**config.mk**
```make
export PLATFORM = sky130hd
export DESIGN_NAME = mult_seq
export DESIGN_NICKNAME = d
export VERILOG_FILES = /design/src/rtl/mult_seq_pkg.sv /design/src/rtl/mult_seq_alu.sv /design/src/rtl/mult_seq.sv
export SDC_FILE = /design/constraint.sdc
export NUM_CORES = 1
export LEC_CHECK = 0
export BUFFER_PORTS_ARGS = -buffer_cell sky130_fd_sc_hd__buf_2
export CAP_MARGIN = 20
export CORE_MARGIN = 8
export CORE_UTILIZATION = 45
export CTS_BUF_LIST = sky130_fd_sc_hd__clkbuf_4
export CTS_CLUSTER_SIZE = 20
export DETAILED_ROUTE_END_ITERATION = 8
export HOLD_SLACK_MARGIN = 0.02
export PLACE_DENSITY = 0.77
export SYNTH_ARGS = -nofsm -noshare
export SYNTH_HDL_FRONTEND = slang
export SYNTH_SLANG_ARGS = --single-unit
```
**constraint.sdc**
```tcl
create_clock -name clock -period 6.9 [get_ports clock]
set_input_delay 0.69 -clock clock [delete_from_list [all_inputs] [get_ports clock]]
set_output_delay 0.69 -clock clock [all_outputs]
set_load 0.05 [all_outputs]
```
**src/rtl/mult_seq_pkg.sv**
```systemverilog
// Shared definitions for the sequential shift-and-add multiplier:
// FSM state encoding and ALU control words.
package mult_seq_pkg;

    localparam int W = 16;

    typedef enum logic [1:0] {
        IDLE = 2'd0,
        LOAD = 2'd1,
        RUN  = 2'd2,
        DONE = 2'd3
    } state_t;

    // Field order matches the control word bit order zx nx zy ny f no.
    typedef struct packed {
        logic zx;
        logic nx;
        logic zy;
        logic ny;
        logic f;
        logic no;
    } alu_ctl_t;

    localparam alu_ctl_t ALU_ZERO  = 6'b101000;
    localparam alu_ctl_t ALU_ADD   = 6'b000010;
    localparam alu_ctl_t ALU_PASSX = 6'b001100;

endpackage

```
**src/rtl/mult_seq_alu.sv**
```systemverilog
// Six-control-bit ALU (zero/negate each input, add or AND, negate output)
// with zr/ng flags. The adder is an explicit ripple-carry chain.
module mult_seq_alu
    import mult_seq_pkg::*;
(
    input  logic [W-1:0] x,
    input  logic [W-1:0] y,
    input  alu_ctl_t     ctl,
    output logic [W-1:0] out,
    output logic         zr,
    output logic         ng
);

    logic [W-1:0] xz, xn, yz, yn;
    logic [W-1:0] sum, andv, fo;
    logic [W-1:0] carry;

    assign xz = ctl.zx ? '0 : x;
    assign xn = ctl.nx ? ~xz : xz;
    assign yz = ctl.zy ? '0 : y;
    assign yn = ctl.ny ? ~yz : yz;

    assign carry[0] = 1'b0;

    generate
        for (genvar i = 0; i < W; i++) begin : g_rca
            assign sum[i] = xn[i] ^ yn[i] ^ carry[i];
            // Carry out of the top bit is dropped: results wrap modulo 2^W.
            if (i < W - 1) begin : g_c
                assign carry[i+1] = (xn[i] & yn[i]) | (carry[i] & (xn[i] ^ yn[i]));
            end
        end
    endgenerate

    assign andv = xn & yn;
    assign fo   = ctl.f ? sum : andv;
    assign out  = ctl.no ? ~fo : fo;
    assign zr   = (out == '0);
    assign ng   = out[W-1];

endmodule

```
**src/rtl/mult_seq.sv**
```systemverilog
// Sequential 16x16 unsigned multiplier (low 16 bits of the product),
// one shift-and-add step per cycle, all arithmetic done by the shared ALU.
module mult_seq
    import mult_seq_pkg::*;
(
    input  logic          clock,
    input  logic          reset_n,
    input  logic          start,
    input  logic [W-1:0]  a,
    input  logic [W-1:0]  b,
    output logic          busy,
    output logic          done,
    output logic [W-1:0]  product,
    output logic          zr,
    output logic          ng
);

    state_t       state;
    logic [W-1:0] acc, mcand, mplier;
    logic [W-1:0] mcand_shl, mplier_shr;
    alu_ctl_t     ctl;
    logic [W-1:0] alu_out;
    logic         alu_zr, alu_ng;

    assign mcand_shl  = {mcand[W-2:0], 1'b0};
    assign mplier_shr = {1'b0, mplier[W-1:1]};

    // LOAD clears acc through the ALU; RUN adds or passes acc through.
    always_comb begin
        ctl = ALU_ZERO;
        if (state == RUN)
            ctl = mplier[0] ? ALU_ADD : ALU_PASSX;
    end

    mult_seq_alu u_alu (
        .x   (acc),
        .y   (mcand),
        .ctl (ctl),
        .out (alu_out),
        .zr  (alu_zr),
        .ng  (alu_ng)
    );

    always_ff @(posedge clock) begin
        if (!reset_n) begin
            state   <= IDLE;
            acc     <= '0;
            mcand   <= '0;
            mplier  <= '0;
            product <= '0;
            busy    <= 1'b0;
            done    <= 1'b0;
            zr      <= 1'b1;
            ng      <= 1'b0;
        end else begin
            done <= 1'b0;
            case (state)
                IDLE, DONE: begin
                    if (start) begin
                        mcand  <= a;
                        mplier <= b;
                        busy   <= 1'b1;
                        state  <= LOAD;
                    end else begin
                        state  <= IDLE;
                    end
                end
                LOAD: begin
                    acc   <= alu_out;
                    state <= RUN;
                end
                RUN: begin
                    acc    <= alu_out;
                    mcand  <= mcand_shl;
                    mplier <= mplier_shr;
                    // Finish as soon as no multiplier bits remain.
                    if (mplier_shr == '0) begin
                        state   <= DONE;
                        busy    <= 1'b0;
                        done    <= 1'b1;
                        product <= alu_out;
                        zr      <= alu_zr;
                        ng      <= alu_ng;
                    end
                end
                default: state <= IDLE;
            endcase
        end
    end

endmodule

```
==> summary.md, run 1 <==
| Metric | Value |
|---|---|
| Number of port buffers | `54` |
| Max-slew violation count | `0` |
| Clock tree buffer depth | `2` |
| Starting density of the core | `a little under half` |
| Dpl cell area | `~0.0043 sq mm` |
| Worst Setup End Kind | `flop` |
| CP Data Required Time | `7230 ps` |
| Yosys top cell by area | `dfxtp_1` |
| Top cell family by delay on the critical path | `adder cells` |
| Placed Instances | `554` |
| Avg Vias per Cell | `5.57` |
| WL final | `between 9 and 10 mm` |
| Skew-Pair Late Insertion Delay | `430 ps` |
| Initial DRC Count | `280` |
| # H-tree levels | `3` |
| Global route overflow | `0` |
| First-pass GRT wire length | `about 16 mm` |
| Setup Skew | `between 10 and 15 ps` |
| Global routing usage on met1 | `between 20% and 30%` |
| Total Routing Usage GR | `between 10% and 20%` |
| Share of cells above drive strength 1 | `around 23%` |
| Die X | `between 100 and 150 um` |
| Most used cell, CP | `fa_2` |
| Slowest stage delay, CP | `approximately 560 ps` |
| Setup TNS | `0 ps` |
| Max transition margin | `between 30% and 40%` |
| Highest clock rate | `0.150 GHz` |
| RSZ-0062 raised after global routing | `false` |
| Die ar. | `roughly 0.012 sq mm` |
| Layout Cells excl Fill | `roughly 570` |
| Crit path cell chain | `ha_4 > inv_2 > a21oi_1 > ha_2 > fa_1 > inv_1 > fa_2 > fa_2 > fa_2 > fa_2 > fa_2 > fa_2 > fa_2 > fa_2 > fa_2 > fa_1 > inv_2 > fa_1 > inv_1 > fa_2 > fa_2 > nand4_1 > o31a_1 > o311ai_1` |
| Std-Cell Rows | `34` |
| Post-route DRC | `0` |
| Setup violations, final | `0` |
| Leakage | `2.14 nW` |
| # clock sinks | `69` |
| Mean area per synthesized cell | `roughly 9.5 sq um` |
| Buf/Inv on CP | `4` |
| Dpl hpwl | `~6.9 mm` |
| Drt pass-1 iters | `4` |
| Outcome | `finished clean` |
| Cts bufs inserted | `9` |
| Vias in the first global route | `about 3,200` |
| Crit-path slowest cell | `fa_2` |
| Tmin final | `~6700 ps` |
| #FFs+latches synth | `69` |
| Die Span Y | `110 um` |
| Worst Setup Start Kind | `flop` |
| Synth top area share | `a little over a third` |
| Largest net degree at the start of global routing | `58` |
| Diode count | `0` |
| DRT antenna net count | `0` |
| Critical Path Fanout Max | `4` |
| Netlist Area Pre-Place | `0.00396 sq mm` |
| Yosys cell types | `43` |
| Final core occ | `a little over half` |
| Drt wl/cell | `16.7 um` |
| Peak supply drop | `0.000185 V` |
| Area Growth Syn to Fin | `13.7%` |
| Final Cycle Share | `a little over nine tenths` |
| Fin nets | `approximately 530` |
| Synth top area cells | `dfxtp_1 (35%), mux2i_1 (9.1%), a211oi_1 (7.2%), fa_1 (7.1%), o211a_1 (6.1%)` |
| Initial antenna violation count | `0` |
| Max_cap viols | `0` |
| Kind of critical path | `reg2reg` |
| CTS root buf | `clkbuf_4` |
| GR Util met2 | `around a quarter` |
| Hold Crit Class | `reg2reg` |
| Busiest grt layer | `met2` |
| Synth Warn # | `0` |
| Routability Congestion | `roughly 0.92` |
| # IOs | `between 50 and 60` |
| Clk slew on worst S/H paths | `~110 ps` |
| Met3 Use GR | `under 10%` |
| Via count | `3,184` |
| TritonCTS clock tree | `yes` |
| Cells after Synth | `~420` |
| Register area share after synthesis | `34.9%` |
| Final hold violation count | `0` |
| CP arrival | `6980 ps` |
| Core Area | `between 0.008 and 0.009 sq mm` |
| Syn_nets | `between 400 and 500` |
| Slew @ Worst Pin | `between 1000 and 1500 ps` |
| Design Area, Final | `approximately 0.0045 sq mm` |
| PD cells | `between 300 and 400 mW/mm^2` |
[metal layers]
metal / vias to the layer above / share of wire, %
met5: - / 0
met4: 0 / 1.5
met3: 14 / 7.2
met2: 88 / 46
met1: 1497 / 45
li1: 1585 / -
[cells in the mapped netlist, drive strengths merged]
cell type  instances
nand3              2
a2bb2oi            1
nor2b              3
o211ai            11
buf               18
inv               32
o211a             24
clkinv             2
or4                1
a211oi            38
xnor2              1
and2               4
nor3               2
ha                17
and3               1
a211o              1
o21a              17
nand4b             1
a311oi             1
o311a              1
nand4              3
o21ai              6
mux2i             36
nand2             29
nor2              38
a21oi              9
o311ai             1
and4               1
nor4               5
clkbuf            16
fa                14
o2111ai           11
dfxtp             69
o31a               1
[state kept, by name, indices dropped and copies added, names as in the netlist]
register  cells
done          1
acc          16
mcand        16
mplier       16
zr            1
busy          1
state         2
product      16
[power breakdown]
group | switching, mW | internal (mW) | leakage, nW
Sequential | 0.102 | 0.539 | 0.567
Clock | 0.149 | 0.150 | 0.0786
Combinational | 0.489 | 0.320 | 1.49
[through the flow]
step	total power [mW]	hold slack, ps	worst slack, ps
CTS	1.74	494	51.4
global route	1.87	505	20.2
floorplan	1.27	446	17.5
detailed placement	1.44	467	-7.39
global placement	1.41	454	133
finish	1.75	493	248
[placed cells by master (no fill, tap or decap), drive strengths merged, types with 2 or more instances in the layout]
cell type and n:
a211oi 38, a21oi 9, and2 4, buf 65
bufinv 2, clkbuf 10, clkinv 3, clkinvlp 3
dfxtp 69, fa 14, ha 17, inv 32
mux2i 36, nand2 29, nand3 2, nand4 3
nor2 38, nor2b 3, nor3 2, nor4 5
o2111ai 11, o211a 24, o211ai 11, o21a 17
o21ai 6
[logic make-up (layout without fill, tap and decap cells)]
kind of cell    count (synthesis)  in the layout  synth area share (%)
mux                            36             36                  9.11
simple gates                   90             90                  11.0
compound gates                122            122                  24.4
xor+xnor                        1              1                 0.221
flops                          69             69                  34.9
fa+ha+maj                      31             31                  12.5
buf+inv                        68            115                  7.85
[final timing paths]
path,start,end,slack (ps),cells past startpoint
max,state[1],zr,250,24
min,acc[10],acc[10],490,1
max reg2reg,state[1],zr,250,24
min reg2reg,acc[10],acc[10],490,1
[what timing repair did]
| item | CTS | global route |
|---|---|---|
| setup endpoints to repair | 3 | 4 |
| gates resized for setup | 1 | 5 |
| setup buffers | 1 | 0 |
| pin swaps | 1 | 3 |
| hold buffers | 0 | 0 |
[layout make-up]
cell class | instances | area, sq um
fillers | 775 | 4140
multi-input cells | 280 | 2320
flip-flops and latches | 69 | 1380
repair buffers | 65 | 373
well taps | 108 | 135
inverters | 34 | 128
clock inverters | 6 | 87.6
clock buffers | 10 | 75.1
(Power assumes the default switching activity.)
==> run 2: changes to the inputs <==
--- a/config.mk
+++ b/config.mk
@@ -6,14 +6,13 @@
 export NUM_CORES = 1
 export LEC_CHECK = 0
 export BUFFER_PORTS_ARGS = -buffer_cell sky130_fd_sc_hd__buf_2
-export CAP_MARGIN = 20
 export CORE_MARGIN = 8
 export CORE_UTILIZATION = 45
 export CTS_BUF_LIST = sky130_fd_sc_hd__clkbuf_4
 export CTS_CLUSTER_SIZE = 20
 export DETAILED_ROUTE_END_ITERATION = 8
 export HOLD_SLACK_MARGIN = 0.02
-export PLACE_DENSITY = 0.77
+export PLACE_DENSITY = 0.74
 export SYNTH_ARGS = -nofsm -noshare
 export SYNTH_HDL_FRONTEND = slang
 export SYNTH_SLANG_ARGS = --single-unit
==> constraint.sdc (replaced) <==
create_clock -name clock -period 6.6 [get_ports clock]
set_input_delay 0.66 -clock clock [delete_from_list [all_inputs] [get_ports clock]]
set_output_delay 0.66 -clock clock [all_outputs]
set_load 0.05 [all_outputs]
==> summary.md, run 2 (synthesis results as in run 1) <==
| Metric | Value |
|---|---|
| Die X | `110 um (unchanged)` |
| Critical Path Fanout Max | `6 (+2)` |
| Die ar. | `0.0120 sq mm (unchanged)` |
| Avg Vias per Cell | `5.78 (+3.8%)` |
| # IOs | `55 (unchanged)` |
| Max transition margin | `26.0% (-5.9 points)` |
| Routability Congestion | `0.880 (-4.6%)` |
| Most frequent cells in the layout | `dfxtp_1 (67), buf_2 (54), nor2_1 (37), a211oi_1 (37), mux2i_1 (36)` |
| Share of cells above drive strength 1 | `25.3% (+2.6 points)` |
| Initial DRC Count | `228 (-19%)` |
| Slew @ Worst Pin | `1110 ps (+92.8 ps)` |
| PD cells | `414 mW/mm^2 (+6.5%)` |
| CTS root buf | `clkbuf_4` |
| Highest clock rate | `0.149 GHz (-1.1%)` |
| WHS Path Cells | `1 (unchanged)` |
| Area Growth Syn to Fin | `15.5%` |
| Max_cap viols | `0 (unchanged)` |
| Fillers | `786 (+1.4%)` |
| RSZ-0062 raised after global routing | `true` |
| Hold Crit Class | `reg2reg` |
| # clock sinks | `69 (unchanged)` |
| Design Area, Final | `0.00457 sq mm (+1.6%)` |
| Crit-path slowest cell | `fa_2` |
| R2R depth | `25 (+4.2%)` |
| Seq. cell area | `0.00138 sq mm (+0.18%)` |
| Final Cycle Share | `102% (+5.5 points)` |
| Final core occ | `52.9% (+0.84 points)` |
| Outcome | `finished, violations left` |
| Initial antenna violation count | `0 (unchanged)` |
| Drt pass-1 iters | `5 (+1)` |
| Kind of critical path | `reg2reg` |
| Dpl cell area | `0.00430 sq mm (+0.18%)` |
| Diode count | `0 (unchanged)` |
| Fin nets | `529 (+0.76%)` |
| Commonest non-fill, non-tap cell in the layout | `dfxtp_1` |
| Most used cell, CP | `fa_2` |
| Core Area | `0.00864 sq mm (unchanged)` |
| Slowest stage delay, CP | `600 ps (+40 ps)` |
| Hold endpoint | `acc[15]` |
| Cts bufs inserted | `9 (unchanged)` |
| Area of the multi-input gates | `0.00235 sq mm (+1.7%)` |
| Buf/Inv on CP | `5 (+1)` |
| Top cell family by delay on the critical path | `adder cells` |
| Via count | `3,322 (+4.3%)` |
| RR Endpoint | `zr` |
| Skew-Pair Late Insertion Delay | `440 ps (about the same)` |
| Max-slew violation count | `0 (unchanged)` |
| Worst Setup Start Kind | `flop` |
| Starting density of the core | `45.8% (unchanged)` |
| Std-Cell Rows | `34 (unchanged)` |
| CP arrival | `7070 ps (+90 ps)` |
| Min Hold Slack | `483 ps (-10.7 ps)` |
| Clock tree buffer depth | `2 (unchanged)` |
| Global route overflow | `0 (unchanged)` |
| HP Start | `acc[15]` |
| Setup Skew | `20.5 ps (+6.09 ps)` |
| Die Span Y | `110 um (unchanged)` |
| Drt wl/cell | `17.0 um (+2.2%)` |
| R2r setup slk | `-130 ps (-380 ps)` |
| Final hold violation count | `0 (unchanged)` |
| Leakage | `2.16 nW (+1.3%)` |
| Final worst setup slack | `-128 ps (-376 ps)` |
| # H-tree levels | `3 (unchanged)` |
| Dpl hpwl | `6.86 mm (-0.20%)` |
| Number of port buffers | `54 (unchanged)` |
| Tmin final | `6730 ps (+76.0 ps)` |
| Peak supply drop | `0.000243 V (+31%)` |
| Post-route DRC | `0 (unchanged)` |
| Vias in the first global route | `3,173 (+0.032%)` |
| Worst Setup End Kind | `flop` |
| DRT antenna net count | `0 (unchanged)` |
| Largest net degree at the start of global routing | `48 (-17%)` |
| Total Routing Usage GR | `16.6% (about the same)` |
| CP Data Required Time | `6940 ps (-290 ps)` |
| Crit Reg-Reg Startpoint | `state[0]` |
| Setup violations, final | `3 (+3)` |
| TritonCTS clock tree | `yes` |
| Clk slew on worst S/H paths | `120 ps (about the same)` |
| First-pass GRT wire length | `15.8 mm (+0.44%)` |
| Failing checks | `negative setup slack` |
| # hold bufs at CTS | `0 (unchanged)` |
| WL final | `9.80 mm (+2.8%)` |
## run 2: cell types whose count changed in the layout (fill, tap and decap cells not counted), moves of 2 or more
cell        change
buf_4           +4
clkinv_4        +2
clkinvlp_4      -3
dfxtp_1         -2
dfxtp_2         +2
fa_1            -3
fa_2            +3
inv_1           -2
inv_2           +2
## run 2: how the worst max path moves through the flow
| stage | end | slack, ps | depth (start not counted) | start |
|---|---|---|---|---|
| 2_1_floorplan | zr | -30 | 26 | state[0] |
| 3_3_place_gp | zr | 90 | 25 | state[0] |
| 3_5_place_dp | zr | -70 | 25 | state[0] |
| 4_1_cts | zr | -60 | 25 | state[0] |
| 5_1_grt | zr | -310 | 25 | state[0] |
| 6_report | zr | -130 | 25 | state[0] |
## run 2: cell type report
cell class              instances  area share (%)
well taps                     108            2.96
clock buffers                   9            1.48
inverters                      34            2.79
repair buffers                 69            8.46
clock inverters                 6            2.47
flip-flops and latches         69            30.3
multi-input cells             280            51.5
## run 2: power breakdown
part | switching (mW) | internal (mW)
clock | 0.162 | 0.190
combinational | 0.524 | 0.345
sequential | 0.108 | 0.564
total | 0.793 | 1.10
## run 2: worst reg2reg max path: stages (launching register included)
cell and delay (ps):
dfxtp_2 330, inv_2 70, ha_4 170, inv_2 50
a21oi_2 130, ha_2 210, fa_2 190, inv_2 40
fa_2 330, fa_2 360, fa_2 380, fa_2 350
fa_2 350, fa_2 350, fa_2 350, fa_2 350
fa_2 360, fa_2 400, inv_2 70, fa_2 200
inv_2 50, fa_2 390, fa_2 600, nand4_1 100
o31a_1 260, o311ai_2 230
## run 2: metrics by stage
| stage | TNS, ps | power [mW] | setup slack (ps) | instances |
|---|---|---|---|---|
| finish | -188 | 1.89 | -128 | 575 |
| global route | -877 | 2.02 | -312 | 575 |
| CTS | -56.3 | 1.87 | -56.3 | 572 |
| floorplan | -33.7 | 1.33 | -33.7 | 417 |
| global placement | 0 | 1.48 | 91.2 | 554 |
| detailed placement | -71.2 | 1.51 | -71.2 | 554 |
## run 2: layer usage
layer / track usage [%] / share of wire, % / vias up
met3: 3.99 / 6.9 / 14
li1: - / - / 1609
met1: 21.3 / 45 / 1598
met2: 26.5 / 47 / 101
met5: 0 / 0 / -
met4: 5.98 / 1.4 / 0
## run 2: timing repair
action / CTS / global route
endpoints found under the setup margin: 2 / 5
buffers inserted: 3 / 3
pin swaps: 3 / 6
gates resized for setup: 4 / 11
==> run 3: changes to the inputs <==
--- a/config.mk
+++ b/config.mk
@@ -7,12 +7,14 @@
 export LEC_CHECK = 0
 export BUFFER_PORTS_ARGS = -buffer_cell sky130_fd_sc_hd__buf_2
 export CORE_MARGIN = 8
-export CORE_UTILIZATION = 45
+export CORE_UTILIZATION = 60
 export CTS_BUF_LIST = sky130_fd_sc_hd__clkbuf_4
 export CTS_CLUSTER_SIZE = 20
 export DETAILED_ROUTE_END_ITERATION = 8
 export HOLD_SLACK_MARGIN = 0.02
-export PLACE_DENSITY = 0.74
+export PLACE_DENSITY = 0.92
+export REMOVE_ABC_BUFFERS = 1
+export SLEW_MARGIN = 30
 export SYNTH_ARGS = -nofsm -noshare
 export SYNTH_HDL_FRONTEND = slang
 export SYNTH_SLANG_ARGS = --single-unit
==> summary.md, run 3 (synthesis results as in run 1) <==
| Metric | Value |
|---|---|
| CP Data Required Time | `6940 ps (about the same)` |
| DR top layer | `met4` |
| Share of cells above drive strength 1 | `27.3% (+2.1 points)` |
| Tmin final | `6660 ps (-65.1 ps)` |
| Most frequent cells in the layout | `dfxtp_1 (67), buf_2 (54), nor2_1 (37), a211oi_1 (37), mux2i_1 (36)` |
| Max-slew violation count | `0 (unchanged)` |
| Fin nets | `541 (+2.3%)` |
| Commonest non-fill, non-tap cell in the layout | `dfxtp_1` |
| # H-tree levels | `3 (unchanged)` |
| Peak supply drop | `0.000253 V (+4.4%)` |
| Skew-Pair Late Insertion Delay | `430 ps (about the same)` |
| Vias in the first global route | `3,532 (+11%)` |
| CTS root buf | `clkbuf_4` |
| Diode count | `0 (unchanged)` |
| WL final | `10.5 mm (+7.6%)` |
| Worst Setup SP | `state[0]` |
| Area Growth Syn to Fin | `14.9%` |
| RR Endpoint | `zr` |
| Die X | `97.2 um (-11%)` |
| Cts bufs inserted | `9 (unchanged)` |
| Worst Setup End Kind | `flop` |
| Starting density of the core | `62.3% (+16 points)` |
| Slew @ Worst Pin | `952 ps (-156 ps)` |
| Min Hold Slack | `486 ps (+3.88 ps)` |
| Met2 wire length | `5.14 mm (+12%)` |
| Hold Crit Class | `reg2reg` |
| Crit Reg-Reg Startpoint | `state[0]` |
| Area of the multi-input gates | `0.00234 sq mm (-0.80%)` |
| Drt wl/cell | `19.0 um (+11%)` |
| Fillers | `425 (-46%)` |
| Most used cell, CP | `fa_2` |
| TritonCTS clock tree | `yes` |
| Die ar. | `0.00945 sq mm (-22%)` |
| HP Start | `acc[15]` |
| First-pass GRT wire length | `16.8 mm (+5.9%)` |
| Final core occ | `71.6% (+19 points)` |
| Final worst setup slack | `-63.0 ps (+65.1 ps)` |
| Failing checks | `design-rule violations, negative setup slack` |
| Global route overflow | `0 (unchanged)` |
| WHS Path Cells | `1 (unchanged)` |
| Outcome | `finished, violations left` |
| Buf/Inv on CP | `5 (unchanged)` |
| Final Cycle Share | `101% (-0.99 points)` |
| # IOs | `55 (unchanged)` |
| Crit-path slowest cell | `fa_2` |
| Leakage | `2.20 nW (+1.8%)` |
| Avg Vias per Cell | `6.30 (+9.1%)` |
| Critical Path Fanout Max | `4 (-2)` |
| Worst Setup Start Kind | `flop` |
| Die Span Y | `97.2 um (-11%)` |
| Highest clock rate | `0.150 GHz (+0.98%)` |
| Kind of critical path | `reg2reg` |
| M1 wire length | `4.24 mm (-3.2%)` |
| # hold bufs at CTS | `0 (unchanged)` |
| Via count | `3,505 (+5.5%)` |
| Post-route DRC | `1 (+1)` |
| R2R depth | `26 (+4.0%)` |
| # clock sinks | `69 (unchanged)` |
| Met3 WL | `688 um (+1.5%)` |
| RSZ-0062 raised after global routing | `true` |
| Max_cap viols | `0 (unchanged)` |
| Setup violations, final | `2 (-1)` |
| Drt pass-1 iters | `7 (+2)` |
| Std-Cell Rows | `29 (-15%)` |
| Routability Congestion | `0.843 (-4.2%)` |
| Largest net degree at the start of global routing | `65 (+35%)` |
| R2r setup slk | `-60 ps (+70 ps)` |
| DRT antenna net count | `0 (unchanged)` |
| Final hold violation count | `0 (unchanged)` |
| PD cells | `411 mW/mm^2 (-0.85%)` |
| Setup Skew | `17.9 ps (-2.66 ps)` |
| Total Routing Usage GR | `21.4% (+4.8 points)` |
| Core Area | `0.00635 sq mm (-26%)` |
| Max transition margin | `36.5% (+11 points)` |
| Slowest stage delay, CP | `410 ps (-190 ps)` |
| CP arrival | `7000 ps (-70 ps)` |
| Initial antenna violation count | `0 (unchanged)` |
| Hold endpoint | `acc[15]` |
| Clock tree buffer depth | `2 (unchanged)` |
| Dpl hpwl | `6.71 mm (-2.2%)` |
| Number of port buffers | `54 (unchanged)` |
| Initial DRC Count | `360 (+58%)` |
| Seq. cell area | `0.00138 sq mm (unchanged)` |
| Top cell family by delay on the critical path | `adder cells` |
| Clk slew on worst S/H paths | `120 ps (about the same)` |
-- run 3: changes by cell type in the layout (fill, tap and decap cells not counted), moves of 2 or more --
cell | before | now
bufinv_16 | 3 | 1
buf_4 | 14 | 27
nand2_1 | 28 | 26
nand2_2 | 0 | 2
-- run 3: worst reg2reg max path, cell delays in order (launching register included) --
cell      delay, ps
dfxtp_2         340
inv_2            70
ha_4            150
inv_2            40
a21oi_2         100
ha_2            220
fa_2            210
inv_2            40
fa_2            350
fa_2            350
fa_2            340
fa_2            360
fa_2            350
fa_2            350
fa_2            370
fa_2            410
fa_2            350
fa_2            340
inv_2            60
fa_2            190
inv_2            40
fa_2            340
fa_2            390
xnor2_1         140
mux2i_1         240
nand4_1         130
o311ai_1        280
-- run 3: worst max path at each step --
| stage | endpoint | slack (ps) | depth (start not counted) |
|---|---|---|---|
| after floorplan | zr | -2590 | 26 |
| after global placement | zr | -450 | 26 |
| after detailed placement | zr | -750 | 26 |
| after CTS | zr | -50 | 25 |
| after global routing | zr | -200 | 26 |
| final | zr | -60 | 26 |
-- run 3: metal layers --
metal / vias up / global-route usage (%)
li1: 1618 / -
met1: 1646 / 24.4
met2: 190 / 35.2
met3: 51 / 4.48
met4: 0 / 14.3
met5: - / 0
-- run 3: repair_timing --
action / CTS / global route
setup buffers: 4 / 3
pin swaps: 18 / 16
resized for setup: 21 / 4
setup endpoints to repair: 7 / 5
-- run 3: final cells by class --
type | count | share of cell area (%)
Multi-Input combinational cell | 280 | 51.4
Tap cell | 77 | 2.12
Sequential cell | 69 | 30.5
Inverter | 34 | 2.81
Timing Repair Buffer | 81 | 10.4
Clock inverter | 5 | 1.16
Clock buffer | 10 | 1.65
-- run 3: per-stage QoR --
step / setup TNS [ps] / std cells / instance area [sq um] / power [mW] / setup WS, ps
4_1_cts: -45.8 / 553 / 4510 / 1.83 / -45.8
6_report: -81.0 / 556 / 4540 / 1.87 / -63.0
5_1_grt: -662 / 556 / 4540 / 1.99 / -197
3_3_place_gp: -1870 / 534 / 4310 / 1.48 / -451
2_1_floorplan: -23710 / 383 / 3770 / 1.28 / -2590
3_5_place_dp: -3470 / 534 / 4310 / 1.54 / -751
-- run 3: power by group --
part	total [mW]	switching (mW)	internal (mW)
clock	0.268	0.152	0.116
combinational	0.926	0.555	0.372
sequential	0.672	0.108	0.564
total	1.87	0.815	1.05
